**src/rtl/wshb_arbiter.sv**
```systemverilog
// Round-robin Wishbone arbiter: NB_MASTERS masters share one slave port.
// Ownership lasts for a whole m_cyc, so bursts are never split. Between two
// owners there is always one idle cycle. An optional watchdog answers a
// stalled transfer with m_err.
module wshb_arbiter #(
  parameter int unsigned NB_MASTERS = 2,
  parameter int unsigned DATA_BYTES = 4,
  parameter int unsigned TIMEOUT    = 255
) (
  input  logic                                clk,
  input  logic                                rst,
  input  logic [NB_MASTERS-1:0]               m_cyc,
  input  logic [NB_MASTERS-1:0]               m_stb,
  input  logic [NB_MASTERS-1:0]               m_we,
  input  logic [32*NB_MASTERS-1:0]            m_adr,
  input  logic [8*DATA_BYTES*NB_MASTERS-1:0]  m_dat_ms,
  input  logic [DATA_BYTES*NB_MASTERS-1:0]    m_sel,
  input  logic [3*NB_MASTERS-1:0]             m_cti,
  input  logic [2*NB_MASTERS-1:0]             m_bte,
  output logic [NB_MASTERS-1:0]               m_ack,
  output logic [NB_MASTERS-1:0]               m_err,
  output logic [NB_MASTERS-1:0]               m_rty,
  output logic [8*DATA_BYTES-1:0]             m_dat_sm,
  output logic                                s_cyc,
  output logic                                s_stb,
  output logic                                s_we,
  output logic [31:0]                         s_adr,
  output logic [8*DATA_BYTES-1:0]             s_dat_ms,
  output logic [DATA_BYTES-1:0]               s_sel,
  output logic [2:0]                          s_cti,
  output logic [1:0]                          s_bte,
  input  logic                                s_ack,
  input  logic                                s_err,
  input  logic                                s_rty,
  input  logic [8*DATA_BYTES-1:0]             s_dat_sm,
  output logic [NB_MASTERS-1:0]               grant
);

  localparam int unsigned IdxW = $clog2(NB_MASTERS);
  localparam int unsigned DatW = 8 * DATA_BYTES;
  // Watchdog is at least 8 bits wide, wider only if TIMEOUT needs it.
  localparam int unsigned WdW  = (TIMEOUT > 255) ? $clog2(TIMEOUT + 1) : 8;
  localparam logic [WdW-1:0] WdLimit = WdW'(TIMEOUT);
  localparam logic [IdxW-1:0] LastIdx = IdxW'(NB_MASTERS - 1);

  typedef enum logic {StIdle, StOwned} state_e;

  state_e          state_q, state_d;
  // last_q doubles as the owner index while in StOwned.
  logic [IdxW-1:0] last_q, last_d;
  logic [WdW-1:0]  wdog_q, wdog_d;

  logic [IdxW-1:0] pick;
  logic [IdxW-1:0] cand;
  logic            found;
  logic            wdog_fire;
  logic            stalled;

  assign m_dat_sm = s_dat_sm;

  // Round-robin search starting just above the previous owner.
  always_comb begin
    pick  = last_q;
    cand  = last_q;
    found = 1'b0;
    for (int unsigned k = 1; k <= NB_MASTERS; k++) begin
      cand = IdxW'((32'(last_q) + k) % NB_MASTERS);
      if (!found && m_cyc[cand]) begin
        pick  = cand;
        found = 1'b1;
      end
    end
  end

  // State, owner and watchdog registers with synchronous reset.
  always_ff @(posedge clk) begin
    if (rst) begin
      state_q <= StIdle;
      last_q  <= LastIdx;
      wdog_q  <= '0;
    end else begin
      state_q <= state_d;
      last_q  <= last_d;
      wdog_q  <= wdog_d;
    end
  end

  // Next-state: grant on any request, release when the owner drops cyc.
  always_comb begin
    state_d = state_q;
    last_d  = last_q;
    case (state_q)
      StIdle: begin
        if (found) begin
          state_d = StOwned;
          last_d  = pick;
        end
      end
      StOwned: begin
        if (!m_cyc[last_q]) begin
          state_d = StIdle;
        end
      end
      default: state_d = StIdle;
    endcase
  end

  assign wdog_fire = (TIMEOUT != 0) && (state_q == StOwned) && (wdog_q == WdLimit);
  assign stalled   = s_stb && !s_ack && !s_err && !s_rty;

  // Watchdog counts consecutive stalled strobes of the current owner.
  always_comb begin
    wdog_d = '0;
    if ((TIMEOUT != 0) && (state_q == StOwned) && (state_d == StOwned) &&
        !wdog_fire && stalled) begin
      wdog_d = wdog_q + 1'b1;
    end
  end

  // Outputs: route the owner's bus to the slave and responses back.
  always_comb begin
    s_cyc    = 1'b0;
    s_stb    = 1'b0;
    s_we     = 1'b0;
    s_adr    = '0;
    s_dat_ms = '0;
    s_sel    = '0;
    s_cti    = '0;
    s_bte    = '0;
    m_ack    = '0;
    m_err    = '0;
    m_rty    = '0;
    grant    = '0;
    if (state_q == StOwned) begin
      grant         = NB_MASTERS'(1) << last_q;
      s_cyc         = m_cyc[last_q];
      s_stb         = m_stb[last_q];
      s_we          = m_we[last_q];
      s_adr         = m_adr[32*last_q +: 32];
      s_dat_ms      = m_dat_ms[DatW*last_q +: DatW];
      s_sel         = m_sel[DATA_BYTES*last_q +: DATA_BYTES];
      s_cti         = m_cti[3*last_q +: 3];
      s_bte         = m_bte[2*last_q +: 2];
      // A watchdog error replaces whatever the slave says this cycle.
      m_ack[last_q] = s_ack && !wdog_fire;
      m_err[last_q] = s_err || wdog_fire;
      m_rty[last_q] = s_rty && !wdog_fire;
    end
  end

endmodule

```
**config.mk**
```make
export PLATFORM = sky130hd
export DESIGN_NAME = wshb_arbiter
export DESIGN_NICKNAME = d
export VERILOG_FILES = /design/src/rtl/wshb_arbiter.sv
export SDC_FILE = /design/constraint.sdc
export NUM_CORES = 1
export LEC_CHECK = 0
export BUFFER_PORTS_ARGS = -buffer_cell sky130_fd_sc_hd__buf_2
export CAP_MARGIN = 20
export CORE_AREA = 4 4 116 118
export CTS_BUF_LIST = sky130_fd_sc_hd__clkbuf_16
export DETAILED_ROUTE_END_ITERATION = 8
export DIE_AREA = 0 0 120 122
export GPL_TIMING_DRIVEN = 0
export SKIP_CTS_REPAIR_TIMING = 1
export SLEW_MARGIN = 5
export SYNTH_ARGS = -nofsm -noshare
export SYNTH_HDL_FRONTEND = slang
export SYNTH_SLANG_ARGS = --single-unit
```
**constraint.sdc**
```tcl
create_clock -name clk -period 3.6 [get_ports clk]
set_input_delay 0.36 -clock clk [delete_from_list [all_inputs] [get_ports clk]]
set_output_delay 0.36 -clock clk [all_outputs]
set_load 0.02 [all_outputs]
```
==> qor.yml, run 1 <==
leakagePower_uw: 0.002354
synth-adder-area-share_pct: 0.5984
grt_max_degree: 11
fillers: 1374
area_delta_synth_final_pct: 79.17
wl_per_cell_um: 12.81
htreeDepth: 1
grt_antenna_before_repair: 0
critical_path_arrival_ps: 2130
synth_area_leaders: "mux2i_1 36%, nor2b_1 23%, buf_4 12%"
wl_met1_um: 3354
grt_pass1_vias: 2622
clk_latency_ps: 230
portBuffers: 272
crit_path_frequent_cell: "clkbuf_1"
final.setup.tns_ps: 0
grt_pass1_wl_um: 12680
drive_gt1_share_pct: 60.90
hold_start: "rst"
yosysSeqAreaShare_pct: 9.575
whs_path_depth: 2
die_h_um: 122
max-clock-path-buffers: 2
cpMaxStageDelayCell: "clkbuf_1"
r2r-start: "state_q$_SDFF_PP0_"
maxCapViolations: 0
power.density_nw_per_um2: 217.4
drt_iter0_drc: 45
setup_slack_ps: 1111
crit_family: "buffers and inverters"
viasPerCell: 3.875
slew_viol_final: 0
firstDrtPassIters: 4
yosys.cell_types.count: 30
synth.mux.area_fraction_pct: 36.39
hpwlAfterDp_um: 7981
finalSetupViolations: 0
period_share_pct: 69.13
rrSetupSlack_ps: 1920
die_x_um: 120
cts_tree: "yes"
worst_path_largest_cell_delay_ps: 460
highest_layer: "met4"
fmax_mhz: 401.8
grt-ovfl-total: 0
finalHoldViolations: 0
path_clk_slew_ps: 40
synth_top_family_by_area: "multiplexers"
r2r-end: "wdog_q[7]$_SDFF_PP0_"
fp.dieArea_um2: 14640
path_class: "flop to output port"
final_nets: 723
crit_fanout: 10
max-slew-margin-rel_pct: 52.04
rsz0062_at_grt: "no"
min_period_ps: 2489
postSynthAreaPerCell_um2: 8.167
outcome: "completed"
critPathLaunch: "state_q$_SDFF_PP0_"
synth_top_area_cell: "mux2i_1"
cts_made_buffers: 3
vdd_ir_drop_max_uv: 176.2
num_rows: 41
path_buf_inv: 4
worstPathRequired_ps: 3240
coreArea_um2: 12470
drtAntennaViolNets: 0
ios: 305
skew_ps: 4.996
synth_area_um2: 2091
synth_nets: 446
diodes: 0
synthCells: 256
yosys.area_share.simple_pct: 31.78
vias: 2728
start_util_pct: 16.77
ys_ff_latch: 10
synth-compound-area-share_pct: 3.890
critPathLaunchType: "flop"
worst_pin_slew_ps: 719.4
post-place-ws_ps: 1254
place_congestion: 0.7473
hold_path_class: "primary input to flop"
wl_met3_um: 967
synth_xor_xnor_area_share_pct: 1.257
reg2regPathDepth: 5
hold_path_end: "state_q$_SDFF_PP0_"
root_buffer: "clkbuf_16"
cts_num_sinks: 10
totalWireLength_um: 9016
synth.top_cell.area_share_pct: 36.39
grtUsageTotal_pct: 10.61
met2_length_um: 4659
path_cells: "clkbuf_1 -> clkbuf_1 -> clkbuf_1 -> nor2b_1 -> buf_2"
drc: 0
post-route-util_pct: 30.05
yosys_warnings: 0
worst_setup_path_end_kind: "output port"
==> how the worst max path moves through the flow <==
stage	to	depth (start not counted)	slack [ps]
floorplan	m_rty[1]	4	1680
global placement	s_adr[13]	5	1240
detailed placement	s_adr[13]	5	1250
CTS	s_adr[13]	5	1010
global route	s_adr[13]	5	830
finish	s_adr[13]	5	1110
==> cell type report <==
class	instances	area, um^2	share of cell area [%]
clock inverters	1	3.754	0.1002
flip-flops and latches	10	200.2	5.344
inverters	2	7.507	0.2004
repair buffers	272	1361	36.34
well taps	172	215.2	5.745
multi-input cells	192	1545	41.25
clock buffers	3	75.07	2.004
plain buffers	52	337.8	9.018
==> flip-flops by register name (all words and copies together), names as in the netlist <==
register  cells
last_q        1
wdog_q        8
state_q       1
==> power breakdown <==
part,switching (uW),internal [uW],total [uW]
registers,0.756,113,114
clock network,49.7,145,195
logic,270,235,505
total,321,494,814
==> per-layer routing <==
metal	global-route usage (%)	vias to the layer above
met3	2.646	2
met2	20.37	177
met1	12.13	1163
met5	0	-
met4	1.288	0
li1	-	1386
==> Yosys cell counts <==
master	instances
nand2_1	3
o21ai_0	3
nor3b_2	2
nor2b_1	77
or4b_1	1
clkbuf_1	14
ha_1	1
xnor2_1	2
nand4_1	1
and3b_1	2
inv_2	1
dfxtp_1	10
nor3_2	5
xor2_1	1
or3_1	3
nand2b_1	1
nor2_1	2
mux2i_1	76
nand3_1	3
nor3b_1	1
or4_1	1
buf_6	2
a211oi_1	1
a21oi_2	1
a221o_1	1
buf_4	33
inv_1	1
a211oi_2	2
buf_2	3
o21a_1	2
==> cells by family (layout without fill, tap and decap cells) <==
group | Yosys count | in the layout
simple gates | 102 | 102
mux | 76 | 76
buf+inv | 54 | 330
compound gates | 10 | 10
flops | 10 | 10
xor+xnor | 3 | 3
fa+ha+maj | 1 | 1
==> per-stage QoR <==
| stage | total power [uW] | instances | hold WS (ps) | area (um^2) |
|---|---|---|---|---|
| 2_1_floorplan | 427.3 | 256 | 432.8 | 2091 |
| 3_3_place_gp | 626.3 | 700 | 482.8 | 3667 |
| 3_5_place_dp | 628.2 | 700 | 485.1 | 3667 |
| 4_1_cts | 825.8 | 704 | 323.3 | 3746 |
| 5_1_grt | 869.1 | 704 | 336.2 | 3746 |
| 6_report | 814.4 | 704 | 332.3 | 3746 |
==> placed cells by master (no fill, tap or decap), drive strengths merged, types with 2 or more instances in the layout <==
cell type,count
and3b,2
mux2i,76
nor3b,3
a211oi,3
nor2b,77
or3,3
nand3,3
buf,310
o21ai,3
clkbuf,17
xnor2,2
dfxtp,10
nor3,5
nor2,2
inv,2
nand2,3
o21a,2
No activity file was read; power rests on OpenSTA's default activity.
==> inputs of run 2 (changes only) <==
- CORE_AREA: 4 4 116 118 -> 4 4 115 117
- DIE_AREA: 0 0 120 122 -> 0 0 119 121
- clock period: 3.6 -> 2.2 ns (I/O delays scaled with it)
==> run 2 against run 1 <==
Cell count is the same. Clock-buffer cell count is the same. Combinational power grew 62%. Power grew 64%. Clock power grew 67%. Utilization grew 0.41 points. Critical path depth grew 1. Sequential cell count is the same. Worst hold slack lost 170 ps. Highest routed layer unchanged. Critical endpoint is now m_err[0]. Clock skew shrank 2.9 ps. Worst setup slack lost 970 ps.
==> qor.yml, run 2 (same netlist as run 1, synthesis figures left out) <==
outcome: "completed"  # unchanged
post-route-util_pct: 30.46  # was 30.05%
firstDrtPassIters: 4  # unchanged
totalWireLength_um: 8761  # was 9016 um
start_util_pct: 16.91  # was 16.77%
min_period_ps: 2060
finalHoldViolations: 0  # unchanged
hold_start: "rst"  # unchanged
grt-busiest-layer: "met2"  # unchanged
path_clk_slew_ps: 40  # about the same
fp.dieArea_um2: 14400  # was 14640 um^2
wl_per_cell_um: 12.44  # was 12.81 um
vias: 2729  # was 2728
fillers: 1368  # was 1374
max-slew-margin-rel_pct: 53.20  # was 52.04%
critPathLaunchType: "flop"  # unchanged
place_congestion: 0.7198  # was 0.7473
rsz0062_at_grt: "no"  # unchanged
hpwlAfterDp_um: 7627  # was 7981 um
drc: 0  # unchanged
path_buf_inv: 2  # was 4
path_cells: "ha_1 -> nand3_2 -> nor3_4 -> buf_4 -> o21a_1 -> buf_2"  # was clkbuf_1 -> clkbuf_1 -> clkbuf_1 -> nor2b_1 -> buf_2
crit_family: "simple AND/OR/NAND/NOR gates"  # was buffers and inverters
setup_slack_ps: 139.8  # was 1111 ps
slew_viol_final: 0  # unchanged
drtAntennaViolNets: 0  # unchanged
ios: 305  # unchanged
grtUsageMet1_pct: 12.36  # was 12.13%
drt_iter0_drc: 49  # was 45
htreeDepth: 1  # unchanged
cpMaxStageDelayCell: "dfxtp_1"  # was clkbuf_1
diodes: 0  # unchanged
worst_path_largest_cell_delay_ps: 400  # was 460 ps
fmax_mhz: 485.4
critPathLaunch: "wdog_q[0]$_SDFF_PP0_"  # was state_q$_SDFF_PP0_
path_class: "flop to output port"  # unchanged
final_cell_mix: "274 x buf_2, 77 x nor2b_1, 76 x mux2i_1, 34 x buf_4, 12 x clkbuf_1"  # was 275 x buf_2, 77 x nor2b_1, 76 x mux2i_1, 33 x buf_4, 14 x clkbuf_1
grt_max_degree: 11  # unchanged
finalSetupViolations: 0  # unchanged
cts_num_sinks: 10  # unchanged
gr-usage-met3_pct: 2.238  # was 2.646%
die_h_um: 121  # was 122 um
vdd_ir_drop_max_uv: 196.2  # was 176.2 uV
grt-ovfl-total: 0  # unchanged
hold_path_class: "primary input to flop"  # unchanged
grt_pass1_wl_um: 12440  # was 12680 um
max-clock-path-buffers: 2  # unchanged
drive_gt1_share_pct: 61.65  # was 60.90%
post-place-ws_ps: -78.25  # was 1254 ps
largest_registers: "wdog_q x8, last_q x1, state_q x1"  # unchanged
whs_ps: 166.3  # was 332.3 ps
area_delta_synth_final_pct: 80.13  # was 79.17%
use_met2_pct: 19.57  # was 20.37%
largest_reg_flops: 8  # unchanged
num_rows: 41  # unchanged
final.setup.tns_ps: 0  # unchanged
clk_latency_ps: 240  # was 230 ps
viasPerCell: 3.876  # was 3.875
coreArea_um2: 12360  # was 12470 um^2
cts_tree: "yes"  # unchanged
critical_path_arrival_ps: 1840  # was 2130 ps
portBuffers: 272  # unchanged
grtUsageTotal_pct: 10.51  # was 10.61%
period_share_pct: 93.65
grt_pass1_vias: 2519  # was 2622
worstPathRequired_ps: 1980  # was 3240 ps
leakagePower_uw: 0.002379  # was 0.002354 uW
final_nets: 723  # unchanged
worst_pin_slew_ps: 701.9  # was 719.4 ps
final_common_cell: "buf_2"  # unchanged
grt_antenna_before_repair: 0  # unchanged
die_x_um: 119  # was 120 um
root_buffer: "clkbuf_16"  # unchanged
cts_made_buffers: 3  # unchanged
power.density_nw_per_um2: 354.8  # was 217.4 nW/um^2
maxCapViolations: 0  # unchanged
crit_fanout: 10  # unchanged
skew_ps: 2.061  # was 4.996 ps
r2r-start: "last_q$_SDFFE_PP1P_"  # was state_q$_SDFF_PP0_
worst_setup_path_end_kind: "output port"  # unchanged
max_flop_register: "wdog_q"  # unchanged
[run 2: power by group]
group	switching [uW]	internal, uW
combinational	434	385
clock	87.3	238
sequential	6.14	186
total	527	809
[run 2: path summary, 6_finish.rpt]
kind | slack (ps) | end | depth (start not counted)
worst max-delay path | 140 | m_err[0] | 6
worst min-delay path | 170 | state_q$_SDFF_PP0_ | 2
worst max register to register | 670 | wdog_q[4]$_SDFF_PP0_ | 5
worst min register to register | 510 | wdog_q[0]$_SDFF_PP0_ | 1
[run 2: cell type report]
cell class                 count  area [um^2]  share of cell area (%)
inverter                       2        7.507                  0.1993
buffer                        51        337.8                   8.970
clock inverter                 1        3.754                 0.09967
tap                          172        215.2                   5.714
clock buffer                   3        75.07                   1.993
multi-input combinational    192         1556                   41.33
timing repair buffer         273         1369                   36.35
sequential                    10        201.4                   5.349
[run 2: routing by layer]
layer | wire [um] | vias up | share of wire [%]
li1 | - | 1389 | -
met1 | 3349 | 1155 | 38
met2 | 4447 | 180 | 51
met3 | 893 | 5 | 10
met4 | 70 | 0 | 0.80
met5 | 0 | - | 0
[run 2: per-stage QoR]
stage               cell area, um^2  power (uW)  instances
floorplan                      2091       699.2        256
global placement               3667        1022        700
detailed placement             3667        1025        700
CTS                            3746        1356        704
global route                   3766        1422        704
finish                         3766        1336        704
==> inputs of run 3 (changes only) <==
- CORE_AREA: 4 4 115 117 -> 4 4 116 118
- DIE_AREA: 0 0 119 121 -> 0 0 120 122
- clock period: 2.2 -> 2.5 ns (I/O delays scaled with it)
==> run 3 against run 2 <==
Wire length is 2.8% higher. Register-to-register slack better by 260 ps. Critical path depth is 2 lower. Sequential cell count stayed put. Clock power is 14% lower. Via count is 0.77% lower. Worst hold slack better by 54 ps. Highest routed layer unchanged. Largest power group unchanged. Clock skew is 1.2 ps higher. First-iteration DRC count is 8.2% higher. Power is 12% lower. Global-route usage is 0.092 points higher. Critical endpoint is now s_adr[13]. Clock-buffer cell count stayed put. Largest cell class unchanged.
==> qor.yml, run 3 (same netlist as run 1, synthesis figures left out) <==
grt-busiest-layer: "met2"  # unchanged
min_period_ps: 2227
worst_pin_slew_ps: 718.6  # was 701.9 ps
fp.dieArea_um2: 14640  # was 14400 um^2
vdd_ir_drop_max_uv: 253.2  # was 196.2 uV
reg2regPathDepth: 5  # unchanged
final_area_um2: 3742  # was 3766 um^2
pwr-share-seq_pct: 14.5  # was 14.4%
hold_path_class: "primary input to flop"  # unchanged
power_frac_clock_pct: 23.8  # was 24.4%
final_common_cell: "buf_2"  # unchanged
power.density_nw_per_um2: 312.8  # was 354.8 nW/um^2
grt_max_degree: 11  # unchanged
final.setup.tns_ps: 0  # unchanged
comb_power_share_pct: 61.7  # was 61.3%
hold_path_end: "state_q$_SDFF_PP0_"  # unchanged
internal_power_uw: 710.4  # was 809.2 uW
firstDrtPassIters: 4  # unchanged
root_buffer: "clkbuf_16"  # unchanged
outcome: "completed"  # unchanged
portBuffers: 272  # unchanged
r2r-end: "wdog_q[3]$_SDFF_PP0_"  # was wdog_q[4]$_SDFF_PP0_
drive_gt1_share_pct: 61.02  # was 61.65%
coreArea_um2: 12470  # was 12360 um^2
ios: 305  # unchanged
area_delta_synth_final_pct: 78.99  # was 80.13%
cts_num_sinks: 10  # unchanged
crit_family: "buffers and inverters"  # was simple AND/OR/NAND/NOR gates
r2r-start: "last_q$_SDFFE_PP1P_"  # unchanged
hpwlAfterDp_um: 7981  # was 7627 um
grt_pass1_wl_um: 12680  # was 12440 um
gr-usage-met3_pct: 2.646  # was 2.238%
largest_reg_flops: 8  # unchanged
final_cell_mix: "275 x buf_2, 77 x nor2b_1, 76 x mux2i_1, 33 x buf_4, 13 x clkbuf_1"  # was 274 x buf_2, 77 x nor2b_1, 76 x mux2i_1, 34 x buf_4, 12 x clkbuf_1
grt_pass1_vias: 2622  # was 2519
crit_fanout: 11  # was 10
max-clock-path-buffers: 2  # unchanged
die_h_um: 122  # was 121 um
whs_path_depth: 2  # unchanged
p_sw_uw: 460.1  # was 527.1 uW
critical_path_arrival_ps: 1980  # was 1840 ps
drt_iter0_drc: 53  # was 49
crit_path_frequent_cell: "clkbuf_1"
finalSetupViolations: 0  # unchanged
vias: 2708  # was 2729
final_nets: 722  # was 723
postPlaceCellArea_um2: 3667  # unchanged
max-slew-margin-rel_pct: 52.10  # was 53.20%
maxCapViolations: 0  # unchanged
drc: 0  # unchanged
switching_share_pct: 39.31  # was 39.44%
skew_ps: 3.273  # was 2.061 ps
grt_antenna_before_repair: 0  # unchanged
viasPerCell: 3.852  # was 3.876
clk_latency_ps: 230  # was 240 ps
critPathLaunchType: "flop"  # unchanged
drtAntennaViolNets: 0  # unchanged
start_util_pct: 16.77  # was 16.91%
wl_per_cell_um: 12.81  # was 12.44 um
grt-ovfl-total: 0  # unchanged
grtUsageTotal_pct: 10.61  # was 10.51%
cts_made_buffers: 3  # unchanged
htreeDepth: 1  # unchanged
critPathLaunch: "state_q$_SDFF_PP0_"  # was wdog_q[0]$_SDFF_PP0_
totalWireLength_um: 9007  # was 8761 um
period_share_pct: 89.09
rsz0062_at_grt: "no"  # unchanged
leakagePower_uw: 0.002352  # was 0.002379 uW
path_class: "flop to output port"  # unchanged
num_rows: 41  # unchanged
die_x_um: 120  # was 119 um
use_met2_pct: 20.37  # was 19.57%
worstPathRequired_ps: 2250  # was 1980 ps
place_congestion: 0.7473  # was 0.7198
path_cells: "clkbuf_1 -> clkbuf_1 -> nor2b_1 -> buf_2"  # was ha_1 -> nand3_2 -> nor3_4 -> buf_4 -> o21a_1 -> buf_2
worst_setup_path_end_kind: "output port"  # unchanged
rrSetupSlack_ps: 930  # was 670 ps
cts_tree: "yes"  # unchanged
worst_path_largest_cell_delay_ps: 620  # was 400 ps
cpMaxStageDelayCell: "dfxtp_1"  # unchanged
fmax_mhz: 449.0
diodes: 0  # unchanged
max_flop_register: "wdog_q"  # unchanged
path_buf_inv: 3  # was 2
path_clk_slew_ps: 40  # about the same
finalHoldViolations: 0  # unchanged
largest_registers: "wdog_q x8, last_q x1, state_q x1"  # unchanged
grtUsageMet1_pct: 12.13  # was 12.36%
slew_viol_final: 0  # unchanged
hold_start: "rst"  # unchanged
[run 3: cell count changes in the layout (fill, tap and decap cells not counted)]
| cell | previous run | this run |
|---|---|---|
| clkbuf_4 | 1 | 0 |
| nand3_1 | 2 | 3 |
| clkbuf_2 | 1 | 0 |
| dfxtp_2 | 1 | 0 |
| nor3_4 | 1 | 0 |
| buf_4 | 34 | 33 |
| buf_2 | 274 | 275 |
| nand3_2 | 1 | 0 |
| nor3_2 | 4 | 5 |
| clkbuf_1 | 12 | 13 |
| dfxtp_1 | 9 | 10 |
[run 3: final cells by class]
class / count / area (um^2)
Multi-Input combinational cell: 192 / 1545
Inverter: 2 / 7.507
Sequential cell: 10 / 200.2
Clock inverter: 1 / 3.754
Timing Repair Buffer: 272 / 1361
Clock buffer: 3 / 75.07
Fill cell: 1374 / 8723
Buffer: 51 / 334.1
Tap cell: 172 / 215.2
[run 3: power by group through the flow]
stage          logic [uW]  registers (uW)  clock network, uW
2_1_floorplan         449             167                  0
3_3_place_gp          735             167                  0
3_5_place_dp          738             167                  0
4_1_cts               740             164                285
5_1_grt               783             171                297
6_report              723             169                279
[run 3: worst max path at each step]
stage,endpoint,slack [ps],cells after the start
2_1_floorplan,m_rty[1],690,4
3_3_place_gp,s_adr[13],250,5
3_5_place_dp,s_adr[13],260,5
4_1_cts,s_adr[13],20,5
5_1_grt,s_adr[13],30,4
6_report,s_adr[13],270,4
[run 3: through the flow]
stage	util, %	instances	hold WS (ps)	worst slack (ps)	total power (uW)
floorplan	-	256	322.8	687.0	615.3
global placement	29.42	700	454.0	248.8	901.9
detailed placement	29.42	700	455.5	264.4	904.6
CTS	30.05	704	213.3	16.72	1189
global route	30.02	703	226.2	29.64	1251
finish	30.02	703	220.3	272.7	1170
[run 3: layer usage]
layer  part of all wire (%)  routed length, um
met4                   0.41                 37
met1                     38               3400
met5                      0                  0
met3                     10                923
met2                     52               4645
[run 3: worst reg2reg max path, delay by kind of cell, from the launching register on]
kind,cells,cell delay (ps)
buf+inv,2,300
flops,1,300
mux,1,180
simple gates,2,710
